File: src/rtl/clock_step_ctrl.sv
// Core clock controller: HALT / RUN (programmable divisor) / STEP (debounced button).
// Emits a one-cycle tick enable, a legacy slow_clock and a wrapping tick counter.
module clock_step_ctrl #(
  parameter int unsigned DIV_WIDTH = 26,
  parameter int unsigned DB_CYCLES = 500000,
  parameter int unsigned DB_WIDTH  = 20,
  parameter int unsigned CNT_WIDTH = 16
) (
  input  logic                 clock,
  input  logic                 reset,
  input  logic [1:0]           mode,
  input  logic [DIV_WIDTH-1:0] divisor,
  input  logic                 step_btn,
  output logic                 tick,
  output logic                 slow_clock,
  output logic                 running,
  output logic [CNT_WIDTH-1:0] tick_count
);

  typedef enum logic [1:0] {ST_HALT, ST_RUN, ST_STEP} state_t;

  localparam logic [DB_WIDTH-1:0] DB_LAST = DB_WIDTH'(DB_CYCLES - 1);

  state_t                state_q, state_d;
  logic                  sync1_q, sync2_q;
  logic                  db_q, db_d, db_prev_q, rise_q;
  logic [DB_WIDTH-1:0]   db_cnt_q, db_cnt_d;
  logic [DIV_WIDTH-1:0]  per_cnt_q, per_cnt_d;
  logic [DIV_WIDTH-1:0]  nact_q, nact_d;
  logic [DIV_WIDTH-1:0]  div_eff;
  logic                  tick_q, tick_d;
  logic                  slow_q, slow_d;
  logic                  running_q, running_d;
  logic [CNT_WIDTH-1:0]  tick_count_q;

  assign div_eff = (divisor < DIV_WIDTH'(2)) ? DIV_WIDTH'(2) : divisor;

  always_comb begin
    db_d     = db_q;
    db_cnt_d = '0;
    if (sync2_q != db_q) begin
      if (db_cnt_q == DB_LAST) begin
        db_d = sync2_q;
      end else begin
        db_cnt_d = db_cnt_q + DB_WIDTH'(1);
      end
    end
  end

  always_comb begin
    unique case (mode)
      2'b01:   state_d = ST_RUN;
      2'b10:   state_d = ST_STEP;
      default: state_d = ST_HALT;
    endcase

    per_cnt_d = '0;
    nact_d    = nact_q;
    if (state_d != state_q) begin
      if (state_d == ST_RUN) nact_d = div_eff;
    end else if (state_q == ST_RUN) begin
      if (per_cnt_q == nact_q - DIV_WIDTH'(1)) begin
        nact_d = div_eff;
      end else begin
        per_cnt_d = per_cnt_q + DIV_WIDTH'(1);
      end
    end

    // Outputs are computed from next-state values so the registered outputs
    // line up with the counter/state they describe; a state change never ticks.
    tick_d    = 1'b0;
    slow_d    = 1'b0;
    running_d = (state_d == ST_RUN);
    unique case (state_d)
      ST_RUN: begin
        tick_d = (state_q == ST_RUN) && (per_cnt_d == nact_d - DIV_WIDTH'(1));
        slow_d = per_cnt_d < (nact_d >> 1);
      end
      ST_STEP: begin
        tick_d = (state_q == ST_STEP) && rise_q;
        slow_d = db_q;
      end
      default: ;
    endcase
  end

  always_ff @(posedge clock or posedge reset) begin
    if (reset) begin
      state_q      <= ST_HALT;
      sync1_q      <= 1'b0;
      sync2_q      <= 1'b0;
      db_q         <= 1'b0;
      db_cnt_q     <= '0;
      db_prev_q    <= 1'b0;
      rise_q       <= 1'b0;
      per_cnt_q    <= '0;
      nact_q       <= '0;
      tick_q       <= 1'b0;
      slow_q       <= 1'b0;
      running_q    <= 1'b0;
      tick_count_q <= '0;
    end else begin
      state_q      <= state_d;
      sync1_q      <= step_btn;
      sync2_q      <= sync1_q;
      db_q         <= db_d;
      db_cnt_q     <= db_cnt_d;
      db_prev_q    <= db_q;
      rise_q       <= db_q & ~db_prev_q;
      per_cnt_q    <= per_cnt_d;
      nact_q       <= nact_d;
      tick_q       <= tick_d;
      slow_q       <= slow_d;
      running_q    <= running_d;
      if (tick_q) tick_count_q <= tick_count_q + CNT_WIDTH'(1);
    end
  end

  assign tick       = tick_q;
  assign slow_clock = slow_q;
  assign running    = running_q;
  assign tick_count = tick_count_q;

endmodule

File: config.mk
export PLATFORM = sky130hd
export DESIGN_NAME = clock_step_ctrl
export DESIGN_NICKNAME = d
export VERILOG_FILES = /design/src/rtl/clock_step_ctrl.sv
export SDC_FILE = /design/constraint.sdc
export NUM_CORES = 1
export LEC_CHECK = 0
export CORE_MARGIN = 3
export CORE_UTILIZATION = 54
export CTS_CLUSTER_DIAMETER = 150
export CTS_CLUSTER_SIZE = 12
export DETAILED_ROUTE_END_ITERATION = 6
export GPL_TIMING_DRIVEN = 0
export PLACE_DENSITY = 0.81
export SYNTH_ARGS = -nofsm -noshare
export SYNTH_HDL_FRONTEND = slang
export SYNTH_SLANG_ARGS = --single-unit
export TNS_END_PERCENT = 20
File: constraint.sdc
create_clock -name clock -period 8.5 [get_ports clock]
set_input_delay 1.7 -clock clock [delete_from_list [all_inputs] [get_ports clock]]
set_output_delay 1.7 -clock clock [all_outputs]
set_load 0.02 [all_outputs]
==> results of run 1 <==
layout make-up:
type | instances | area [um^2]
fill | 1132 | 4840
multi-input combinational | 674 | 4670
sequential | 97 | 2430
timing repair buffer | 51 | 522
clock buffer | 10 | 239
tap | 176 | 220
inverter | 50 | 190
buffer | 30 | 149
clock inverter | 5 | 87.6
report_power, final:
group	internal, uW	switching, uW	leakage [uW]
Clock	268	191	0.000157
Combinational	123	176	0.00211
Sequential	483	26.9	0.00128
Total	873	394	0.00355
worst max path at each step:
stage / start / to / cells after the start / slack [ps]
floorplan: mode[0] / tick$_DFF_PP0_ / 22 / 2810
global placement: mode[1] / tick$_DFF_PP0_ / 23 / 330
detailed placement: mode[1] / tick$_DFF_PP0_ / 23 / 310
CTS: mode[1] / tick$_DFF_PP0_ / 23 / 640
global route: mode[1] / tick$_DFF_PP0_ / 23 / 100
finish: mode[1] / tick$_DFF_PP0_ / 23 / 230
cells in the final DEF (no fill, tap or decap), drive strengths merged, types with 30 or more instances in the layout:
master	netlist	routed
a21oi	34	34
nand2	55	55
dfrtp	97	97
xnor2	61	61
nand3	40	40
o21ai	35	35
clkbuf	20	30
nor2	83	83
inv	50	52
ha	32	32
clkdlybuf4s50	0	49
xor2	45	45
critical path, delay by kind of cell:
| kind | cells | cell delay [ps] |
|---|---|---|
| XOR/XNOR | 2 | 400 |
| buffers and inverters | 4 | 1430 |
| adder cells (fa/ha/maj) | 2 | 530 |
| AO/OA/AOI/OAI | 9 | 2220 |
| AND/OR/NAND/NOR | 6 | 2250 |
cell families (layout without fill, tap and decap cells):
group	Yosys count	in the layout	synth area share, %
AO/OA/AOI/OAI	150	150	14.2
XOR/XNOR	110	110	13.7
adder cells (fa/ha/maj)	32	32	5.39
buffers and inverters	80	146	4.53
flip-flops	97	97	32.7
multiplexers	30	30	4.16
AND/OR/NAND/NOR	352	352	25.3
metal layers:
layer / routed length, um / vias up
li1: - / 3188
met1: 9170 / 3315
met2: 9680 / 369
met3: 2040 / 76
met4: 776 / 0
met5: 0 / -
flip-flops by register name (all words and copies together) (netlist names), 2 cells and up:
register,flops
state_q,2
nact_q,26
tick_count,16
per_cnt_q,26
db_cnt_q,20
through the flow:
| step | total power (uW) | cells | hold slack (ps) | cell area (um^2) |
|---|---|---|---|---|
| floorplan | 718 | 851 | 331 | 7430 |
| global placement | 799 | 1076 | 336 | 8140 |
| detailed placement | 807 | 1078 | 337 | 8180 |
| CTS | 1260 | 1093 | 353 | 8510 |
| global route | 1320 | 1093 | 359 | 8510 |
| finish | 1270 | 1093 | 351 | 8510 |
==> flow_metrics.tcl, run 1 <==
set metrics [dict create \
    status "finished clean" \
    r2r-end "tick$_DFF_PP0_" \
    slowest_delay_ps 1200 \
    ctsResizeCount 0 \
    min_from "sync1_q$_DFF_PP0_" \
    cp-start-kind "primary input" \
    cts.sinks 97 \
    area_growth_pct 14.4 \
    syn_nets 914 \
    place_ws_ps 312 \
    tightest_slew_ps 1420 \
    p_leak_uw 0.00355 \
    syn_area_um2 7430 \
    worst_ir_drop_vdd_mv 0.0998 \
    grt_pass1_wl_um 34400 \
    worstRegToRegCells 24 \
    grt_util_all_layers_pct 29.1 \
    synth.most_common_cell "dfrtp_1" \
    postSynthAreaPerCell_um2 8.73 \
    holdCritPathClass "register to register" \
    clockRootBuffer "clkbuf_16" \
    num_vias 6948 \
    fp.dieW_um 123 \
    yosys-top-cells-count "dfrtp_1 (97), nor2_1 (83), xnor2_1 (61), nand2_1 (53), inv_1 (48)" \
    drc 0 \
    final-hold-violation-count 0 \
    reg2reg_slack_ps 810 \
    core_area_um2 13300 \
    rsz0062_at_grt "false" \
    postCtsSetupRepairBufs 0 \
    worst_ep_required_time_ps 8780 \
    use_met1_pct 41.0 \
    synth_edf_count 0 \
    dieArea_um2 15200 \
    first_global_vias 6581 \
    netlist_instances 851 \
    hold_buffers 0 \
    clock_skew_ps 7.24 \
    period_share_pct 97.2 \
    clkSlewWorstSetupHoldPaths_ps 70 \
    crit_slowest_cell "nor4bb_1" \
    portBuffers 49 \
    routed_wl_um 21700 \
    diodes 0 \
    cts_buffers 9 \
    rows 42 \
    drv_cap 0 \
    hold_path_end "sync2_q$_DFF_PP0_" \
    yosysWarningCount 0 \
    cts-htree-levels 3 \
    crit_path_frequent_cell "ha_1" \
    pwr_density_cell_nw_per_um2 149 \
    endpoint_kind "register" \
    async_flop_share_pct 100 \
    worstPathMaxFanout 10 \
    path_class "primary input to register" \
    ys_seq_area_share_pct 32.7 \
    grt_max_degree 52 \
    path_cells "clkdlybuf4s50_1 -> inv_1 -> ha_1 -> nor4bb_1 -> o21a_2 -> o2111ai_2 -> nand2_2 -> buf_6 -> clkbuf_1 -> o21ai_0 -> ha_1 -> nand2_1 -> nor2_1 -> nand3_1 -> o22a_1 -> o31ai_1 -> a311oi_1 -> xor2_1 -> xnor2_1 -> o211ai_1 -> a2111oi_2 -> nand4_1 -> o21ai_1" \
    maxSlewViolCount 0 \
    drive_above_1_share_pct 6.65 \
    synth_area_leaders "dfrtp_1 (33%), xnor2_1 (7.2%), ha_1 (5.4%), xor2_1 (5.3%), nor2_1 (4.2%)" \
    start_util_pct 55.7 \
    die_y_um 123 \
    cp.arrival_ps 8550 \
    setup_violations 0 \
    place_congestion 0.974 \
    synth_top_cell_by_area "dfrtp_1" \
    cts_buffer_depth 2 \
    fin_tns_setup_ps 0 \
    ys_ff_latch 97 \
    cts_tree "yes" \
    post-route-util_pct 63.7 \
    num-nets-final 976 \
    r2r-start "nact_q[2]$_DFF_PP0_" \
    yosysUniqueCellTypes 85 \
    antenna_found_initial 0 \
    wire_per_inst_um 19.8 \
    vias_per_cell 6.36 \
    relSlewSlack_pct 4.13 \
    fin_ws_ps 234 \
    drtIter0Drc 833 \
    clock_latency_ps 360 \
    grt.busiest_layer "met2" \
    fmax_mhz 121 \
    ioPinCount 50 \
    grtUsageMet2_pct 45.1 \
    grt-ovfl-total 0 \
    grt_use_met3_pct 3.71 \
    ant_nets 0 \
    fin_crit_ps 8270 \
    synth_top_flop_cell "dfrtp_1" \
    firstDrtPassIters 7 \
    synth_top_area_share_pct 32.7 \
    hold_depth 0 \
    dp_hpwl_um 16400 \
]
No activity file was read; power rests on OpenSTA's default activity.
==> run 2, diff against run 1 <==
ABC_CLOCK_PERIOD_IN_PS = 8500   (was not set)
DONT_BUFFER_PORTS = 1   (was not set)
PLACE_DENSITY = 0.76   (was 0.81)
SKIP_CTS_REPAIR_TIMING = 1   (was not set)
==> run 2 against run 1 <==
Hold slack improved by 9.7 ps. Register-to-register slack improved by 180 ps. Via count fell by 5.7%. Core utilization fell by 3.7 points. Critical path type is now register to register. Highest routed layer unchanged.
==> flow_metrics.tcl, run 2 (synthesis gave the netlist of run 1 again) <==
set metrics [dict create \
    reg2reg_slack_ps 990 \
    hold_depth 0 \
    holdCritPathClass "register to register" \
    fin_area_um2 8010 \
    cp.arrival_ps 7790 \
    worstRegToRegCells 24 \
    setup_violations 0 \
    ant_nets 0 \
    routed_wl_um 21000 \
    path_class "register to register" \
    r2r-end "tick$_DFF_PP0_" \
    clock_latency_ps 360 \
    fin_crit_ps 7510 \
    wire_per_inst_um 20.1 \
    drc 0 \
    reg.largest.list "nact_q: 26 flops, per_cnt_q: 26 flops, db_cnt_q: 20 flops" \
    place_congestion 0.972 \
    period_share_pct 88.3 \
    final-hold-violation-count 0 \
    worst_ir_drop_vdd_mv 0.0903 \
    ioPinCount 50 \
    place_ws_ps 953 \
    portBuffers 0 \
    hold_path_end "sync2_q$_DFF_PP0_" \
    cts_tree "yes" \
    drv_cap 0 \
    grt_pass1_wl_um 33700 \
    grt_util_all_layers_pct 28.6 \
    clockRootBuffer "clkbuf_16" \
    area_growth_pct 7.71 \
    firstDrtPassIters 7 \
    grt_max_degree 62 \
    rsz0062_at_grt "false" \
    die_y_um 123 \
    drive_above_1_share_pct 7.14 \
    core_area_um2 13300 \
    rows 42 \
    cp-start-kind "register" \
    status "finished clean" \
    r2r-start "nact_q[2]$_DFF_PP0_" \
    first_global_vias 6384 \
    relSlewSlack_pct 12.2 \
    pwr_density_cell_nw_per_um2 154 \
    drtIter0Drc 792 \
    cts-htree-levels 3 \
    grt-ovfl-total 0 \
    fp.dieW_um 123 \
    nFillCells 1168 \
    p_leak_uw 0.00337 \
    start_util_pct 55.7 \
    worstPathMaxFanout 10 \
    post-route-util_pct 60.0 \
    final_cell_mix "dfrtp_1 (97), nor2_1 (83), xnor2_1 (61), nand2_1 (53), inv_1 (47)" \
    antenna_found_initial 0 \
    vias_per_cell 6.27 \
    endpoint_kind "register" \
    cts.sinks 97 \
    clock_skew_ps 8.03 \
    num_vias 6549 \
    fmax_mhz 133 \
    dp_hpwl_um 16000 \
    dieArea_um2 15200 \
    place_area_um2 7680 \
    clkSlewWorstSetupHoldPaths_ps 80 \
    fin_ws_ps 992 \
    fin_tns_setup_ps 0 \
    tightest_slew_ps 1300 \
    cts_buffer_depth 2 \
    diodes 0 \
    min_from "sync1_q$_DFF_PP0_" \
    num-nets-final 926 \
    worst_ep_required_time_ps 8780 \
    layout_commonest_cell "dfrtp_1" \
    cts_buffers 9 \
    maxSlewViolCount 0 \
]
## run 2: cell count changes in the layout (fill, tap and decap cells not counted)
cell / change
clkdlybuf4s50_1: -49
clkbuf_8: -1
clkinv_8: +1
inv_8: +2
bufinv_16: -1
buf_1: -1
## run 2: worst max-delay path, cell delays in order (launching register included)
cell and delay (ps):
dfrtp_1 360, clkbuf_1 180, nor4_1 1030, nand2_1 370
or3_1 490, a222oi_1 330, and4_1 310, o2111ai_2 190
nand2_2 380, buf_6 260, clkbuf_1 570, o21ai_0 240
ha_1 270, nand2_1 160, nor2_1 110, nand3_1 150
o22a_1 160, o31ai_1 70, a311oi_1 390, xor2_1 230
xnor2_1 150, o211ai_1 160, a2111oi_2 490, nand4_1 200
o21ai_1 190
## run 2: final cells by class
type | instances | area, um^2 | area share [%]
clock buffer | 9 | 225 | 2.81
inverter | 50 | 190 | 2.38
tap | 176 | 220 | 2.75
sequential | 97 | 2430 | 30.3
clock inverter | 7 | 96.3 | 1.20
multi-input combinational | 674 | 4670 | 58.3
timing repair buffer | 1 | 27.5 | 0.344
buffer | 30 | 149 | 1.86
## run 2: worst max-delay path by stage
stage	depth (start not counted)	start	slack, ps	endpoint
floorplan	22	mode[0]	2810	tick$_DFF_PP0_
global placement	22	mode[1]	960	tick$_DFF_PP0_
detailed placement	22	mode[1]	950	tick$_DFF_PP0_
CTS	24	nact_q[2]$_DFF_PP0_	1310	tick$_DFF_PP0_
global route	24	nact_q[2]$_DFF_PP0_	710	tick$_DFF_PP0_
finish	24	nact_q[2]$_DFF_PP0_	990	tick$_DFF_PP0_
## run 2: layer usage
layer,vias up,part of all wire (%),track usage [%]
li1,3093,-,-
met1,3069,43,40.4
met2,327,43,41.8
met3,60,11,8.23
met4,0,3.4,10.4
met5,-,0,0
## run 2: power by group
part	internal [uW]	switching (uW)	total [uW]
Combinational	110	163	272
Clock	238	209	448
Sequential	482	28.4	511
Total	830	400	1230
## run 2: through the flow
stage	instances	power, uW	hold slack (ps)
finish	1044	1230	361
global route	1044	1290	383
CTS	1044	1230	365
detailed placement	1028	784	343
global placement	1027	777	336
floorplan	851	718	331
